## config.mk

```make
export PLATFORM = sky130hd
export DESIGN_NAME = backprop_seq_engine_flat
export DESIGN_NICKNAME = d
export VERILOG_FILES = /design/src/rtl/backprop_seq_engine_if.sv /design/src/rtl/backprop_seq_engine.sv /design/src/flat_wrapper.sv
export SDC_FILE = /design/constraint.sdc
export NUM_CORES = 2
export LEC_CHECK = 0
export ABC_AREA = 1
export BUFFER_PORTS_ARGS = -buffer_cell sky130_fd_sc_hd__buf_2
export CAP_MARGIN = 5
export CORE_MARGIN = 3
export CORE_UTILIZATION = 46
export CTS_CLUSTER_DIAMETER = 60
export DETAILED_ROUTE_END_ITERATION = 10
export GPL_TIMING_DRIVEN = 1
export PLACE_DENSITY = 0.65
export SYNTH_ARGS = -nofsm -noshare
export SYNTH_HDL_FRONTEND = slang
export SYNTH_SLANG_ARGS = --single-unit
```

## constraint.sdc

```tcl
create_clock -name clk -period 16.2 [get_ports clk]
set_input_delay 3.24 -clock clk [delete_from_list [all_inputs] [get_ports clk]]
set_output_delay 3.24 -clock clk [all_outputs]
set_load 0.005 [all_outputs]
```

## src/rtl/backprop_seq_engine_if.sv

```systemverilog
// Handshake, neuron-memory and error-contribution signals of backprop_seq_engine.
// slave = engine side, master = sequencer/memory side.
interface backprop_seq_engine_if #(
  parameter int unsigned N_INPUTS = 32,
  parameter int unsigned DATA_W   = 16,
  parameter int unsigned ADDR_W   = $clog2(N_INPUTS + 1)
);
  logic                  bp_start;
  logic [DATA_W-1:0]     bp_axon;
  logic [DATA_W-1:0]     bp_backprop;
  logic [DATA_W-1:0]     bp_training_ratio;
  logic                  bp_busy;
  logic                  bp_done;
  logic                  bp_rd_en;
  logic [ADDR_W-1:0]     bp_rd_addr;
  logic [2*DATA_W-1:0]   bp_rd_data;
  logic                  bp_wr_en;
  logic [ADDR_W-1:0]     bp_wr_addr;
  logic [DATA_W-1:0]     bp_wr_data;
  logic                  bp_chg_valid;
  logic [ADDR_W-1:0]     bp_chg_idx;
  logic [DATA_W-1:0]     bp_chg_data;

  modport slave (
    input  bp_start, bp_axon, bp_backprop, bp_training_ratio, bp_rd_data,
    output bp_busy, bp_done, bp_rd_en, bp_rd_addr, bp_wr_en, bp_wr_addr, bp_wr_data,
           bp_chg_valid, bp_chg_idx, bp_chg_data
  );

  modport master (
    output bp_start, bp_axon, bp_backprop, bp_training_ratio, bp_rd_data,
    input  bp_busy, bp_done, bp_rd_en, bp_rd_addr, bp_wr_en, bp_wr_addr, bp_wr_data,
           bp_chg_valid, bp_chg_idx, bp_chg_data
  );
endinterface

```

## src/rtl/backprop_seq_engine.sv

```systemverilog
// Time-multiplexed fixed-point back-propagation for one neuron: delta once, then one weight per cycle.
// Define BP_SATURATE_EN to clamp every narrowing instead of two's-complement wrap.
module backprop_seq_engine #(
  parameter int unsigned N_INPUTS = 32,
  parameter int unsigned DATA_W   = 16,
  parameter int unsigned FRAC_W   = 12,
  parameter int unsigned ADDR_W   = $clog2(N_INPUTS + 1)
) (
  input logic                  clk,
  input logic                  rst_n,
  backprop_seq_engine_if.slave bp
);

  localparam logic [ADDR_W-1:0] LAST = ADDR_W'(N_INPUTS);
  localparam logic signed [DATA_W-1:0] ONE =
    {{(DATA_W-FRAC_W-1){1'b0}}, 1'b1, {FRAC_W{1'b0}}};

  typedef enum logic [2:0] {StIdle, StD1, StD2, StD3, StScan, StDone} state_e;

  function automatic logic signed [DATA_W-1:0] narrow(input logic signed [2*DATA_W-1:0] v);
`ifdef BP_SATURATE_EN
    logic signed [2*DATA_W-1:0] sat_max, sat_min;
    sat_max = {{(DATA_W+1){1'b0}}, {(DATA_W-1){1'b1}}};
    sat_min = {{(DATA_W+1){1'b1}}, {(DATA_W-1){1'b0}}};
    if (v > sat_max) return sat_max[DATA_W-1:0];
    if (v < sat_min) return sat_min[DATA_W-1:0];
    return v[DATA_W-1:0];
`else
    return v[DATA_W-1:0];
`endif
  endfunction

  function automatic logic signed [DATA_W-1:0] mul(input logic signed [DATA_W-1:0] a,
                                                   input logic signed [DATA_W-1:0] b);
    logic signed [2*DATA_W-1:0] p;
    p = {{DATA_W{a[DATA_W-1]}}, a} * {{DATA_W{b[DATA_W-1]}}, b};
    return narrow(p >>> FRAC_W);
  endfunction

  function automatic logic signed [DATA_W-1:0] add(input logic signed [DATA_W-1:0] a,
                                                   input logic signed [DATA_W-1:0] b,
                                                   input logic                     sub);
    logic signed [DATA_W:0] s;
    s = sub ? ({a[DATA_W-1], a} - {b[DATA_W-1], b}) : ({a[DATA_W-1], a} + {b[DATA_W-1], b});
    return narrow({{(DATA_W-1){s[DATA_W]}}, s});
  endfunction

  state_e                    state_q;
  logic signed [DATA_W-1:0]  axon_q, backprop_q, ratio_q;
  logic signed [DATA_W-1:0]  d_q, delta_q, step_q;
  logic                      vld1_q;
  logic [ADDR_W-1:0]         idx1_q;

  logic signed [DATA_W-1:0]  rd_w, rd_dend, dend_eff, chg_c, wnew_c;

  // Memory data for idx1_q is present this cycle; bias entry uses ONE as its dendrite.
  always_comb begin
    rd_w     = $signed(bp.bp_rd_data[DATA_W-1:0]);
    rd_dend  = $signed(bp.bp_rd_data[2*DATA_W-1:DATA_W]);
    dend_eff = (idx1_q == LAST) ? ONE : rd_dend;
    chg_c    = mul(delta_q, rd_w);
    wnew_c   = add(rd_w, mul(step_q, dend_eff), 1'b0);
  end

  always_ff @(posedge clk or negedge rst_n) begin
    if (!rst_n) begin
      state_q         <= StIdle;
      axon_q          <= '0;
      backprop_q      <= '0;
      ratio_q         <= '0;
      d_q             <= '0;
      delta_q         <= '0;
      step_q          <= '0;
      vld1_q          <= 1'b0;
      idx1_q          <= '0;
      bp.bp_busy      <= 1'b0;
      bp.bp_done      <= 1'b0;
      bp.bp_rd_en     <= 1'b0;
      bp.bp_rd_addr   <= '0;
      bp.bp_wr_en     <= 1'b0;
      bp.bp_wr_addr   <= '0;
      bp.bp_wr_data   <= '0;
      bp.bp_chg_valid <= 1'b0;
      bp.bp_chg_idx   <= '0;
      bp.bp_chg_data  <= '0;
    end else begin
      bp.bp_done      <= 1'b0;
      bp.bp_wr_en     <= 1'b0;
      bp.bp_chg_valid <= 1'b0;
      vld1_q          <= bp.bp_rd_en;
      idx1_q          <= bp.bp_rd_addr;

      if (vld1_q) begin
        bp.bp_wr_en   <= 1'b1;
        bp.bp_wr_addr <= idx1_q;
        bp.bp_wr_data <= wnew_c;
        if (idx1_q != LAST) begin
          bp.bp_chg_valid <= 1'b1;
          bp.bp_chg_idx   <= idx1_q;
          bp.bp_chg_data  <= chg_c;
        end
      end

      unique case (state_q)
        StIdle: begin
          if (bp.bp_start) begin
            axon_q     <= $signed(bp.bp_axon);
            backprop_q <= $signed(bp.bp_backprop);
            ratio_q    <= $signed(bp.bp_training_ratio);
            bp.bp_busy <= 1'b1;
            state_q    <= StD1;
          end
        end
        StD1: begin
          d_q     <= mul(axon_q, add(ONE, axon_q, 1'b1));
          state_q <= StD2;
        end
        StD2: begin
          delta_q <= mul(backprop_q, d_q);
          state_q <= StD3;
        end
        StD3: begin
          step_q        <= mul(ratio_q, delta_q);
          bp.bp_rd_en   <= 1'b1;
          bp.bp_rd_addr <= '0;
          state_q       <= StScan;
        end
        StScan: begin
          if (bp.bp_rd_en) begin
            if (bp.bp_rd_addr == LAST) bp.bp_rd_en <= 1'b0;
            else bp.bp_rd_addr <= bp.bp_rd_addr + 1'b1;
          end
          // Scan ends once the bias write is on the outputs.
          if (bp.bp_wr_en && bp.bp_wr_addr == LAST) begin
            bp.bp_busy <= 1'b0;
            bp.bp_done <= 1'b1;
            state_q    <= StDone;
          end
        end
        StDone:  state_q <= StIdle;
        default: state_q <= StIdle;
      endcase
    end
  end

endmodule
```

## src/flat_wrapper.sv

```systemverilog
// flat-port wrapper written by rule: the top's interface ports become plain ports
module backprop_seq_engine_flat 
#(
  parameter int unsigned N_INPUTS = 32,
  parameter int unsigned DATA_W   = 16,
  parameter int unsigned FRAC_W   = 12,
  parameter int unsigned ADDR_W   = $clog2(N_INPUTS + 1)
)
  (clk, rst_n, bp_bp_start, bp_bp_axon, bp_bp_backprop, bp_bp_training_ratio, bp_bp_rd_data, bp_bp_busy, bp_bp_done, bp_bp_rd_en, bp_bp_rd_addr, bp_bp_wr_en, bp_bp_wr_addr, bp_bp_wr_data, bp_bp_chg_valid, bp_bp_chg_idx, bp_bp_chg_data);
  backprop_seq_engine_if #(.N_INPUTS(N_INPUTS), .DATA_W(DATA_W), .ADDR_W(ADDR_W)) bp_i ();
  input logic clk;
  input logic rst_n;
  input wire logic [$bits(bp_i.bp_start)-1:0] bp_bp_start;
  input wire logic [$bits(bp_i.bp_axon)-1:0] bp_bp_axon;
  input wire logic [$bits(bp_i.bp_backprop)-1:0] bp_bp_backprop;
  input wire logic [$bits(bp_i.bp_training_ratio)-1:0] bp_bp_training_ratio;
  input wire logic [$bits(bp_i.bp_rd_data)-1:0] bp_bp_rd_data;
  output wire logic [$bits(bp_i.bp_busy)-1:0] bp_bp_busy;
  output wire logic [$bits(bp_i.bp_done)-1:0] bp_bp_done;
  output wire logic [$bits(bp_i.bp_rd_en)-1:0] bp_bp_rd_en;
  output wire logic [$bits(bp_i.bp_rd_addr)-1:0] bp_bp_rd_addr;
  output wire logic [$bits(bp_i.bp_wr_en)-1:0] bp_bp_wr_en;
  output wire logic [$bits(bp_i.bp_wr_addr)-1:0] bp_bp_wr_addr;
  output wire logic [$bits(bp_i.bp_wr_data)-1:0] bp_bp_wr_data;
  output wire logic [$bits(bp_i.bp_chg_valid)-1:0] bp_bp_chg_valid;
  output wire logic [$bits(bp_i.bp_chg_idx)-1:0] bp_bp_chg_idx;
  output wire logic [$bits(bp_i.bp_chg_data)-1:0] bp_bp_chg_data;
  assign bp_i.bp_start = bp_bp_start;
  assign bp_i.bp_axon = bp_bp_axon;
  assign bp_i.bp_backprop = bp_bp_backprop;
  assign bp_i.bp_training_ratio = bp_bp_training_ratio;
  assign bp_i.bp_rd_data = bp_bp_rd_data;
  assign bp_bp_busy = bp_i.bp_busy;
  assign bp_bp_done = bp_i.bp_done;
  assign bp_bp_rd_en = bp_i.bp_rd_en;
  assign bp_bp_rd_addr = bp_i.bp_rd_addr;
  assign bp_bp_wr_en = bp_i.bp_wr_en;
  assign bp_bp_wr_addr = bp_i.bp_wr_addr;
  assign bp_bp_wr_data = bp_i.bp_wr_data;
  assign bp_bp_chg_valid = bp_i.bp_chg_valid;
  assign bp_bp_chg_idx = bp_i.bp_chg_idx;
  assign bp_bp_chg_data = bp_i.bp_chg_data;
  backprop_seq_engine #(.N_INPUTS(N_INPUTS), .DATA_W(DATA_W), .FRAC_W(FRAC_W), .ADDR_W(ADDR_W)) u_core (.clk(clk), .rst_n(rst_n), .bp(bp_i));
endmodule
```

==> flow_summary_export.csv <==
group,metric,value,unit
outcome,outcome,"finished clean",
detailed_routing,viasPerCell,5.08,
sta,tns,0,ns
detailed_routing,drc,0,
floorplan,row_count,122,
grt,grt.busiest_layer,"met2",
worst_setup_path,crit_type,"primary input to flop",
final_layout,design_area,54100,um2
final_layout,layout_commonest_cell,"inv_1",
clock_tree,clockBufferDepth,2,
worst_setup_path,required,16.64,ns
sta,setup_viol,0,
detailed_routing,vias,39681,
placed_design,place_congestion,0.941,
final_layout,fin_nets,7935,
synth,yosysWarnings,0,
job,max_cap_violations,0,
grt,antenna_found_initial,2,
worst_setup_path,rr_endpoint,"u_core.bp.bp_wr_data[13]$_DFFE_PN0P_",
synth,syn_area,51700,um2
grt,grt_pass1_vias,42217,
sta,relSlewSlack,0.256,
worst_setup_path,r2r_slack,7.70,ns
clock_tree,htree_levels,4,
synth,yosysSeqAreaShare,0.0780,
worst_setup_path,crit_path_max_incr_delay,0.58,ns
final_layout,seq_area,4040,um2
sta,hold_viol,0,
grt,grt.met3_usage,0.0406,
worst_setup_path,end_kind,"flop",
floorplan,core-area,111000,um2
final_layout,drive_gt1_frac,0.0516,
clock_tree,clk_latency,0.56,ns
detailed_routing,drtAntennaViolNets,0,
final_layout,final_cell_mix,"inv_1 (1763), nand2_1 (1486), fa_1 (1141), ha_1 (403), nor2_1 (332)",
final_layout,synthToLayoutAreaGrowth,4.67,%
final_layout,final_util,0.487,
synth,syn_nets,8000,
clock_tree,cts_resized,0,
clock_tree,cts_hold_repair.buffers,0,
clock_tree,cts_buffers,17,
detailed_routing,dr.pass1.iters,5,
grt,grt.overflow.total,0,
worst_setup_path,crit_path_frequent_cell,"nand2_1",
grt,grt_usage,0.250,
placed_design,dp.final_hpwl,114000,um
worst_setup_path,start_kind,"primary input",
final_layout,fillers,10949,
final_layout,multi_input_area,40000,um2
worst_setup_path,regToRegStartpoint,"u_core.idx1_q[1]$_DFF_PN0_",
worst_setup_path,arrival,10.67,ns
hold_path,min_path_cells,0,
synth,synth_cell_types,60,
grt,grt_util_met2,0.414,
worst_setup_path,crit_fanout,9,
floorplan,die-area,116000,um2
detailed_routing,drt_iter0_markers,2727,
grt,grt_pass1_wl,227000,um
synth,ys_seq_elements,161,
sta,period_share,0.631,
floorplan,die_y,341,um
placed_design,postPlaceCellArea,53400,um2
clock_tree,cts_tree,"built",
sta,max_slew.worst_pin.slew,1.12,ns
hold_path,holdPathEnd,"u_core.idx1_q[0]$_DFF_PN0_",
clock_tree,postCtsSetupBuffers,0,
synth,netlist_instances,6373,
clock_tree,clock_sinks,161,
clock_tree,cts_root_buf,"clkbuf_16",
detailed_routing,drt_wl_total,138000,um
placed_design,portBuffers,137,
sta,fmax,97.8,MHz
sta,rsz0062_at_grt,"no",
worst_setup_path,cpMaxStageDelayCell,"fa_1",
worst_setup_path,reg2regPathDepth,40,
detailed_routing,wl_per_cell,17.7,um
grt,grt_max_degree,68,
grt,gr-usage-met1,0.337,
floorplan,initial_core_util,0.465,
synth,postSynthAreaPerCell,8.11,um2
clock_tree,path_clk_slew,0.08,ns
sta,slew_violations,0,
floorplan,io_pins,138,
sta,clock_skew,0.0258,ns
sta,finalCriticalPeriod,10.23,ns
hold_path,min-delay-start,"u_core.bp.bp_rd_addr[0]$_DFFE_PN0P_",
floorplan,die_w,341,um
hold_path,hp-class,"flop to flop",
worst max path at each step:
stage,from,endpoint,slack [ns],depth (start not counted)
2_1_floorplan,bp_bp_rd_data[18],u_core.bp.bp_wr_data[13]$_DFFE_PN0P_,6.54,38
3_3_place_gp,bp_bp_rd_data[27],u_core.bp.bp_wr_data[15]$_DFFE_PN0P_,5.62,35
3_5_place_dp,bp_bp_rd_data[27],u_core.bp.bp_wr_data[15]$_DFFE_PN0P_,5.50,35
4_1_cts,bp_bp_rd_data[27],u_core.bp.bp_wr_data[15]$_DFFE_PN0P_,6.10,35
5_1_grt,bp_bp_rd_data[27],u_core.bp.bp_wr_data[15]$_DFFE_PN0P_,5.51,35
6_report,bp_bp_rd_data[18],u_core.bp.bp_wr_data[13]$_DFFE_PN0P_,5.97,39
layout make-up:
cell class / count / area share
clock inverters: 15 / 0.00379
diodes: 2 / 0.0000925
multi-input cells: 4186 / 0.740
flip-flops and latches: 161 / 0.0746
clock buffers: 17 / 0.00787
well taps: 1488 / 0.0344
repair buffers: 158 / 0.0158
inverters: 1784 / 0.124
sequential cells by signal (all words and copies together) (netlist names):
register	flops
u_core.axon_q	16
u_core.backprop_q	16
u_core.bp.bp_busy	1
u_core.bp.bp_chg_data	16
u_core.bp.bp_chg_idx	6
u_core.bp.bp_chg_valid	1
u_core.bp.bp_done	1
u_core.bp.bp_rd_addr	6
u_core.bp.bp_rd_en	1
u_core.bp.bp_wr_addr	6
u_core.bp.bp_wr_data	16
u_core.bp.bp_wr_en	1
u_core.d_q	16
u_core.delta_q	16
u_core.idx1_q	6
u_core.ratio_q	16
u_core.state_q	3
u_core.step_q	16
u_core.vld1_q	1
through the flow:
stage                     std cells  hold slack, ns  setup WS (ns)
after floorplan                6373           0.415           6.54
after global placement         7777           0.433           5.62
after detailed placement       7777           0.436           5.50
after CTS                      7809           0.456           6.10
after global routing           7809           0.472           5.51
final                          7811           0.454           5.97
worst max-delay path, delay by kind of cell:
family,cells,cell delay (ns)
AOI/OAI and AO/OA,9,1.43
adders and majority gates,8,3.71
buffers and inverters,6,0.65
and+or+nand+nor,16,1.64
Yosys cell counts, drive strengths merged:
master / n / area, um2
a211oi: 4 / 30.0
a21boi: 4 / 33.8
a21o: 13 / 97.6
a21oi: 173 / 888
a221oi: 3 / 26.3
a31oi: 19 / 119
and2: 3 / 18.8
buf: 32 / 174
clkbuf: 210 / 792
clkinv: 11 / 41.3
dfrtp: 161 / 4030
fa: 1141 / 22800
ha: 403 / 5040
inv: 1773 / 6660
mux2: 30 / 338
nand2: 1496 / 5650
nand2b: 3 / 18.8
nand3: 119 / 641
nand3b: 10 / 75.1
nand4: 30 / 188
nor2: 341 / 1310
nor3: 39 / 210
nor4: 12 / 75.1
o2111ai: 1 / 8.76
o211a: 1 / 10.0
o211ai: 12 / 95.1
o21a: 9 / 67.6
o21ai: 135 / 698
o21bai: 16 / 120
o221a: 2 / 22.5
o311ai: 2 / 17.5
o31ai: 3 / 27.5
or2: 50 / 313
xnor2: 59 / 517
xor2: 53 / 472
kinds of logic after synthesis:
group	after synthesis	share of synthesized area
flip-flops	161	0.0780
buffers and inverters	2026	0.148
AO/OA/AOI/OAI	397	0.0438
XOR/XNOR	112	0.0191
AND/OR/NAND/NOR	2103	0.165
multiplexers	30	0.00654
adder cells (fa/ha/maj)	1544	0.540
layer usage:
| metal | up-vias | part of all wire | wire length, um |
|---|---|---|---|
| met5 | - | 0.00020 | 27 |
| met4 | 4 | 0.031 | 4350 |
| met3 | 199 | 0.072 | 9930 |
| met2 | 1298 | 0.48 | 66400 |
| met1 | 19971 | 0.42 | 57400 |
| li1 | 18209 | - | - |
Power is not shown: default switching activity piles up to over one toggle a cycle in this logic, so the estimate is an artifact.
